## src/rtl/pipe_pkg.sv

```systemverilog
// ----------------------------------------------------------------------------
// pipe_pkg
// Shared types and constants for the CPU pipeline stage register.
//   ctrl_bundle_t  : packed control bundle carried between stages (12 bits)
//   PIPE_CTRL_W    : width of the control bundle
//   PIPE_DATA_W    : default width of the data payload
//   PIPE_CTRL_BUBBLE : control value that performs no architectural write
//   stage_state_t  : occupancy state of a stage (EMPTY / ONE / FULL)
//   occ_of()       : number of held entries for a given state
// ----------------------------------------------------------------------------
package pipe_pkg;

  localparam int ALU_CTRL_W = 4;
  localparam int MEM_SIZE_W = 2;

  typedef struct packed {
    logic                  reg_write;
    logic                  mem_write;
    logic                  mem_read;
    logic                  mem_to_reg;
    logic                  alu_src;
    logic [ALU_CTRL_W-1:0] alu_control;
    logic                  status_bit;
    logic [MEM_SIZE_W-1:0] mem_size;
  } ctrl_bundle_t;

  localparam int PIPE_CTRL_W = $bits(ctrl_bundle_t);
  localparam int PIPE_DATA_W = 96;

  // All enables low: a bubble can never write a register or memory.
  localparam logic [PIPE_CTRL_W-1:0] PIPE_CTRL_BUBBLE = '0;

  typedef enum logic [1:0] {
    EMPTY = 2'd0,
    ONE   = 2'd1,
    FULL  = 2'd2
  } stage_state_t;

  function automatic logic [1:0] occ_of(input stage_state_t s);
    case (s)
      ONE:     occ_of = 2'd1;
      FULL:    occ_of = 2'd2;
      default: occ_of = 2'd0;
    endcase
  endfunction

endpackage

```

## src/rtl/pipe_slot.sv

```systemverilog
// ----------------------------------------------------------------------------
// pipe_slot
// One storage entry of a pipeline stage: valid flag plus control/data payload.
//   clk, reset_n     : clock (rising edge), asynchronous active-low reset
//   i_load           : capture i_ctrl/i_data and set valid (wins over clear)
//   i_clear          : drop the valid flag (payload retained, it is don't-care)
//   i_ctrl, i_data   : payload to capture
//   o_valid, o_ctrl, o_data : held entry
// ----------------------------------------------------------------------------
module pipe_slot
  import pipe_pkg::*;
#(
  parameter int CTRL_W = PIPE_CTRL_W,
  parameter int DATA_W = PIPE_DATA_W
) (
  input  logic              clk,
  input  logic              reset_n,
  input  logic              i_load,
  input  logic              i_clear,
  input  logic [CTRL_W-1:0] i_ctrl,
  input  logic [DATA_W-1:0] i_data,
  output logic              o_valid,
  output logic [CTRL_W-1:0] o_ctrl,
  output logic [DATA_W-1:0] o_data
);

  logic              r_valid;
  logic [CTRL_W-1:0] r_ctrl;
  logic [DATA_W-1:0] r_data;

  always_ff @(posedge clk or negedge reset_n) begin
    if (!reset_n) begin
      r_valid <= 1'b0;
      r_ctrl  <= '0;
      r_data  <= '0;
    end else if (i_load) begin
      r_valid <= 1'b1;
      r_ctrl  <= i_ctrl;
      r_data  <= i_data;
    end else if (i_clear) begin
      r_valid <= 1'b0;
    end
  end

  assign o_valid = r_valid;
  assign o_ctrl  = r_ctrl;
  assign o_data  = r_data;

endmodule

```

## src/rtl/pipe_stage_reg.sv

```systemverilog
// ----------------------------------------------------------------------------
// pipe_stage_reg
// Pipeline stage register (IF/ID, ID/EX, EX/MEM, MEM/WB) with valid/ready
// handshake, optional skid entry, stall and flush. out_ctrl is forced to
// CTRL_BUBBLE whenever the stage holds nothing.
//   clk, reset_n          : clock, asynchronous active-low reset
//   in_valid/in_ready     : upstream handshake (in_ready registered if SKID=1)
//   in_ctrl, in_data      : upstream control bundle and payload
//   stall                 : freeze everything (no accept, no release)
//   flush                 : discard all held entries; has priority over stall
//   out_valid/out_ready   : downstream handshake
//   out_ctrl, out_data    : to next stage
//   occupancy             : held entries, 0..2
// ----------------------------------------------------------------------------
module pipe_stage_reg
  import pipe_pkg::*;
#(
  parameter int                CTRL_W      = PIPE_CTRL_W,
  parameter int                DATA_W      = PIPE_DATA_W,
  parameter bit                SKID        = 1'b1,
  parameter logic [CTRL_W-1:0] CTRL_BUBBLE = PIPE_CTRL_BUBBLE
) (
  input  logic              clk,
  input  logic              reset_n,
  input  logic              in_valid,
  output logic              in_ready,
  input  logic [CTRL_W-1:0] in_ctrl,
  input  logic [DATA_W-1:0] in_data,
  input  logic              stall,
  input  logic              flush,
  output logic              out_valid,
  input  logic              out_ready,
  output logic [CTRL_W-1:0] out_ctrl,
  output logic [DATA_W-1:0] out_data,
  output logic [1:0]        occupancy
);

  stage_state_t r_state;
  stage_state_t w_state_next;
  logic [1:0]   r_occupancy;

  logic w_in_ready;
  logic w_in_xfer;
  logic w_out_xfer;

  logic w_main_load, w_main_clear, w_main_from_skid;
  logic w_skid_load, w_skid_clear;

  logic              w_main_valid;
  logic [CTRL_W-1:0] w_main_ctrl;
  logic [DATA_W-1:0] w_main_data;
  logic [CTRL_W-1:0] w_main_ctrl_in;
  logic [DATA_W-1:0] w_main_data_in;

  logic              w_skid_valid;
  logic [CTRL_W-1:0] w_skid_ctrl;
  logic [DATA_W-1:0] w_skid_data;

  assign w_in_xfer  = in_valid & w_in_ready;
  assign w_out_xfer = w_main_valid & out_ready & ~stall;

  // State register
  always_ff @(posedge clk or negedge reset_n) begin
    if (!reset_n) begin
      r_state     <= EMPTY;
      r_occupancy <= 2'd0;
    end else begin
      r_state     <= w_state_next;
      r_occupancy <= occ_of(w_state_next);
    end
  end

  // Next-state logic: flush > stall > normal handshake
  always_comb begin
    w_state_next = r_state;
    if (flush) begin
      w_state_next = EMPTY;
    end else if (!stall) begin
      case (r_state)
        EMPTY: if (w_in_xfer) w_state_next = ONE;
        ONE: begin
          if (w_in_xfer && !w_out_xfer) w_state_next = SKID ? FULL : ONE;
          else if (!w_in_xfer && w_out_xfer) w_state_next = EMPTY;
        end
        FULL: if (w_out_xfer) w_state_next = ONE;
        default: w_state_next = EMPTY;
      endcase
    end
  end

  // Slot control outputs
  always_comb begin
    w_main_load      = 1'b0;
    w_main_clear     = 1'b0;
    w_main_from_skid = 1'b0;
    w_skid_load      = 1'b0;
    w_skid_clear     = 1'b0;
    if (flush) begin
      w_main_clear = 1'b1;
      w_skid_clear = 1'b1;
    end else if (!stall) begin
      case (r_state)
        EMPTY: w_main_load = w_in_xfer;
        ONE: begin
          if (w_in_xfer && w_out_xfer) w_main_load = 1'b1;
          else if (w_in_xfer)          w_skid_load = 1'b1;
          else if (w_out_xfer)         w_main_clear = 1'b1;
        end
        FULL: begin
          // Skid entry slides forward; FULL never accepts input.
          if (w_out_xfer) begin
            w_main_load      = 1'b1;
            w_main_from_skid = 1'b1;
            w_skid_clear     = 1'b1;
          end
        end
        default: begin
          w_main_clear = 1'b1;
          w_skid_clear = 1'b1;
        end
      endcase
    end
  end

  assign w_main_ctrl_in = w_main_from_skid ? w_skid_ctrl : in_ctrl;
  assign w_main_data_in = w_main_from_skid ? w_skid_data : in_data;

  pipe_slot #(.CTRL_W(CTRL_W), .DATA_W(DATA_W)) u_main (
    .clk     (clk),
    .reset_n (reset_n),
    .i_load  (w_main_load),
    .i_clear (w_main_clear),
    .i_ctrl  (w_main_ctrl_in),
    .i_data  (w_main_data_in),
    .o_valid (w_main_valid),
    .o_ctrl  (w_main_ctrl),
    .o_data  (w_main_data)
  );

  generate
    if (SKID) begin : g_skid
      logic r_in_ready;

      pipe_slot #(.CTRL_W(CTRL_W), .DATA_W(DATA_W)) u_skid (
        .clk     (clk),
        .reset_n (reset_n),
        .i_load  (w_skid_load),
        .i_clear (w_skid_clear),
        .i_ctrl  (in_ctrl),
        .i_data  (in_data),
        .o_valid (w_skid_valid),
        .o_ctrl  (w_skid_ctrl),
        .o_data  (w_skid_data)
      );

      // Registered from the next state so in_ready never follows out_ready
      // combinationally; stall/flush only gate it off.
      always_ff @(posedge clk or negedge reset_n) begin
        if (!reset_n) r_in_ready <= 1'b1;
        else          r_in_ready <= (w_state_next != FULL);
      end

      assign w_in_ready = r_in_ready & ~stall & ~flush;
    end else begin : g_noskid
      assign w_skid_valid = 1'b0;
      assign w_skid_ctrl  = '0;
      assign w_skid_data  = '0;
      // Single entry: accept when empty or when the held word leaves now.
      assign w_in_ready   = ~stall & ~flush & (~w_main_valid | out_ready);
    end
  endgenerate

  assign in_ready  = w_in_ready;
  assign out_valid = w_main_valid;
  assign out_ctrl  = w_main_valid ? w_main_ctrl : CTRL_BUBBLE;
  assign out_data  = w_main_data;
  assign occupancy = r_occupancy;

endmodule

```

## config.mk

```make
export PLATFORM = sky130hd
export DESIGN_NAME = pipe_stage_reg
export DESIGN_NICKNAME = d
export VERILOG_FILES = /design/src/rtl/pipe_pkg.sv /design/src/rtl/pipe_slot.sv /design/src/rtl/pipe_stage_reg.sv
export SDC_FILE = /design/constraint.sdc
export NUM_CORES = 1
export LEC_CHECK = 0
export BUFFER_PORTS_ARGS = -buffer_cell sky130_fd_sc_hd__buf_2
export CAP_MARGIN = 25
export CORE_MARGIN = 2
export CORE_UTILIZATION = 58
export DETAILED_ROUTE_END_ITERATION = 16
export PLACE_DENSITY_LB_ADDON = 0.25
export SYNTH_ARGS = -nofsm -noshare
export SYNTH_HDL_FRONTEND = slang
export SYNTH_SLANG_ARGS = --single-unit
```

## constraint.sdc

```tcl
create_clock -name clk -period 5.2 [get_ports clk]
set_input_delay 1.04 -clock clk [delete_from_list [all_inputs] [get_ports clk]]
set_output_delay 1.04 -clock clk [all_outputs]
set_load 0.01 [all_outputs]
```

==> impl_metrics.env <==
export IMPL_die_area_um2=17800
export IMPL_synth_area_um2=9730
export IMPL_fmax_mhz=348
export IMPL_slew_violations=0
export IMPL_powerDensity_nw_per_um2=403
export IMPL_rsz0062_at_grt="false"
export IMPL_clock_skew_ps=8.24
export IMPL_power_leakage_nw=5.93
export IMPL_grt_overflow_total=0
export IMPL_reg2reg_depth=6
export IMPL_path_max_fanout=66
export IMPL_post_cts_buffers=0
export IMPL_die_w_um=134
export IMPL_final_common_cell="mux2_2"
export IMPL_port_buffers=225
export IMPL_status="completed"
export IMPL_clk_pin_slew_ps=60
export IMPL_start_util_pct=59.1
export IMPL_critPathRequiredTime_ps=5560
export IMPL_syn2layout_area_growth_pct=21.2
export IMPL_yosysSeqAreaShare_pct=57.1
export IMPL_ir_drop_v=0.000292
export IMPL_nFillCells=1141
export IMPL_yosysUniqueCellTypes=28
export IMPL_vias=5834
export IMPL_syn_num_nets=737
export IMPL_wl_per_cell_um=18.2
export IMPL_drive_gt1_share_pct=68.1
export IMPL_yosysWarningCount=0
export IMPL_grt_pass1_vias=6498
export IMPL_fin_nets=956
export IMPL_ant_nets=0
export IMPL_end_kind="flip-flop"
export IMPL_dieHeight_um=134
export IMPL_dp_cells=1035
export IMPL_dpl_cell_area_um2=11000
export IMPL_antenna_found_initial=4
export IMPL_core_um2=16500
export IMPL_max_cap_viol_count=0
export IMPL_drt_pre_antenna_iters=4
export IMPL_grt_pass1_wl_um=32100
export IMPL_arrival_ps=3240
export IMPL_dp_hpwl_um=13300
export IMPL_vias_per_cell=5.40
export IMPL_ios=226
export IMPL_core_rowCount=47
export IMPL_ys_ff_latch=222
export IMPL_fin_crit_sh_pct=55.2
export IMPL_cts_tree="done"
export IMPL_root_buffer="clkbuf_16"
export IMPL_htree_levels=1
export IMPL_syn_area_per_cell_um2=15.6
export IMPL_syn_inst=623
export IMPL_cts_resized=0
export IMPL_tns_ps=0
export IMPL_drt_total_wl_um=19700
export IMPL_cts_sinks=222
export IMPL_fin_cells=1081
export IMPL_final_cell_mix="295 x mux2_2, 224 x buf_2, 221 x dfrtp_1, 23 x clkbuf_16, 18 x mux2_4"
export IMPL_finalCriticalPeriod_ps=2870
export IMPL_drc=0
export IMPL_tightestPinTransition_ps=884
export IMPL_cts_buffers=23
export IMPL_holdWs_ps=377
export IMPL_hold_viol=0
export IMPL_insertion_delay_ps=490
export IMPL_gp_congestion=0.788
export IMPL_cts_buffer_depth=3
export IMPL_crit_type="flip-flop to flip-flop"
export IMPL_drtIter0Drc=215
export IMPL_setup_viol=0
export IMPL_max_slew_margin_pct=41.1
export IMPL_hold_class="primary input to async pin"
export IMPL_grt_max_degree=120
export IMPL_start_kind="flip-flop"
export IMPL_stdcell_area_um2=11800
export IMPL_p_total_mw=4.75
export IMPL_cts_hold_buf=0
export IMPL_track_usage_pct=22.3
## power by group
group / total, mW / leakage [nW] / internal (mW) / switching (mW)
logic: 0.887 / 2.75 / 0.502 / 0.386
registers: 2.31 / 2.82 / 2.12 / 0.191
clock network: 1.56 / 0.364 / 0.934 / 0.626
total: 4.75 / 5.93 / 3.55 / 1.20
## worst paths after layout
check                                          endpoint  slack, ps        startpoint
min in group clk                       u_main.o_data[8]        500  u_main.o_data[8]
max in group asynchronous             u_main.o_ctrl[10]       3520           reset_n
worst min-delay path            g_skid.u_skid.o_ctrl[5]        380           reset_n
worst min register to register         u_main.o_data[8]        500  u_main.o_data[8]
worst max register to register        u_main.o_data[86]       2330    u_main.o_valid
worst max-delay path                  u_main.o_data[86]       2330    u_main.o_valid
## layout make-up
class                   instances  area [um2]  area share (%)
repair buffers                232        1250            10.6
multi-input cells             362        3970            33.7
well taps                     220         275            2.33
flip-flops and latches        222        5560            47.1
inverters                       1        3.75          0.0318
diodes                          3        7.51          0.0637
clock inverters                 7        60.1           0.509
clock buffers                  34         667            5.65
## synthesized netlist by cell type, drive strengths merged
library cell / number / area share (%)
o21ai: 3 / 0.15
nor3b: 1 / 0.077
mux2: 324 / 38
buf: 25 / 1.7
a21boi: 2 / 0.15
nor3: 1 / 0.051
or4: 1 / 0.077
nor2: 1 / 0.039
o21bai: 1 / 0.077
dfrtp: 221 / 57
nand2b: 2 / 0.13
clkbuf: 13 / 0.50
and2: 12 / 0.77
nand2: 2 / 0.10
dfstp: 1 / 0.27
nor2b: 3 / 0.19
a21o: 1 / 0.077
a21oi: 4 / 0.21
nand4b: 1 / 0.090
a211oi: 1 / 0.077
xor2: 1 / 0.090
nor4bb: 1 / 0.10
inv: 1 / 0.039
## through the flow
stage	utilization [%]	setup slack [ps]
finish	71.6	2330
global route	71.6	2260
CTS	71.2	2130
detailed placement	66.8	1620
global placement	66.8	1670
floorplan	-	2400
## state kept, by name, summed over array words and instances (netlist names)
signal                count
g_skid.r_in_ready         1
g_skid.u_skid.o_data     96
occupancy                 2
r_state                   2
u_main.o_ctrl            12
g_skid.u_skid.o_ctrl     12
u_main.o_valid            1
u_main.o_data            96
## per-layer routing
metal	GRT usage [%]	wire, um	vias to the layer above
met5	0	9	-
met4	6.74	399	2
met3	6.39	1490	35
met2	39.2	9940	170
met1	26.8	7840	2950
li1	-	-	2677
## kinds of logic (layout without fill, tap and decap cells)
logic type / after synthesis / count (layout) / synth area share, %
mux: 324 / 324 / 38.2
xor+xnor: 1 / 1 / 0.0900
compound gates: 12 / 12 / 0.746
flops: 222 / 222 / 57.1
simple gates: 25 / 25 / 1.63
other cells: 0 / 3 / 0
buf+inv: 39 / 274 / 2.21
## critical path: stages (launching register included)
cell,delay (ps)
dfrtp_1,630
nand2_2,140
or4_4,620
buf_16,250
buf_4,370
mux2_4,360
mux2_2,270
Power figures use the tool's default switching activity.
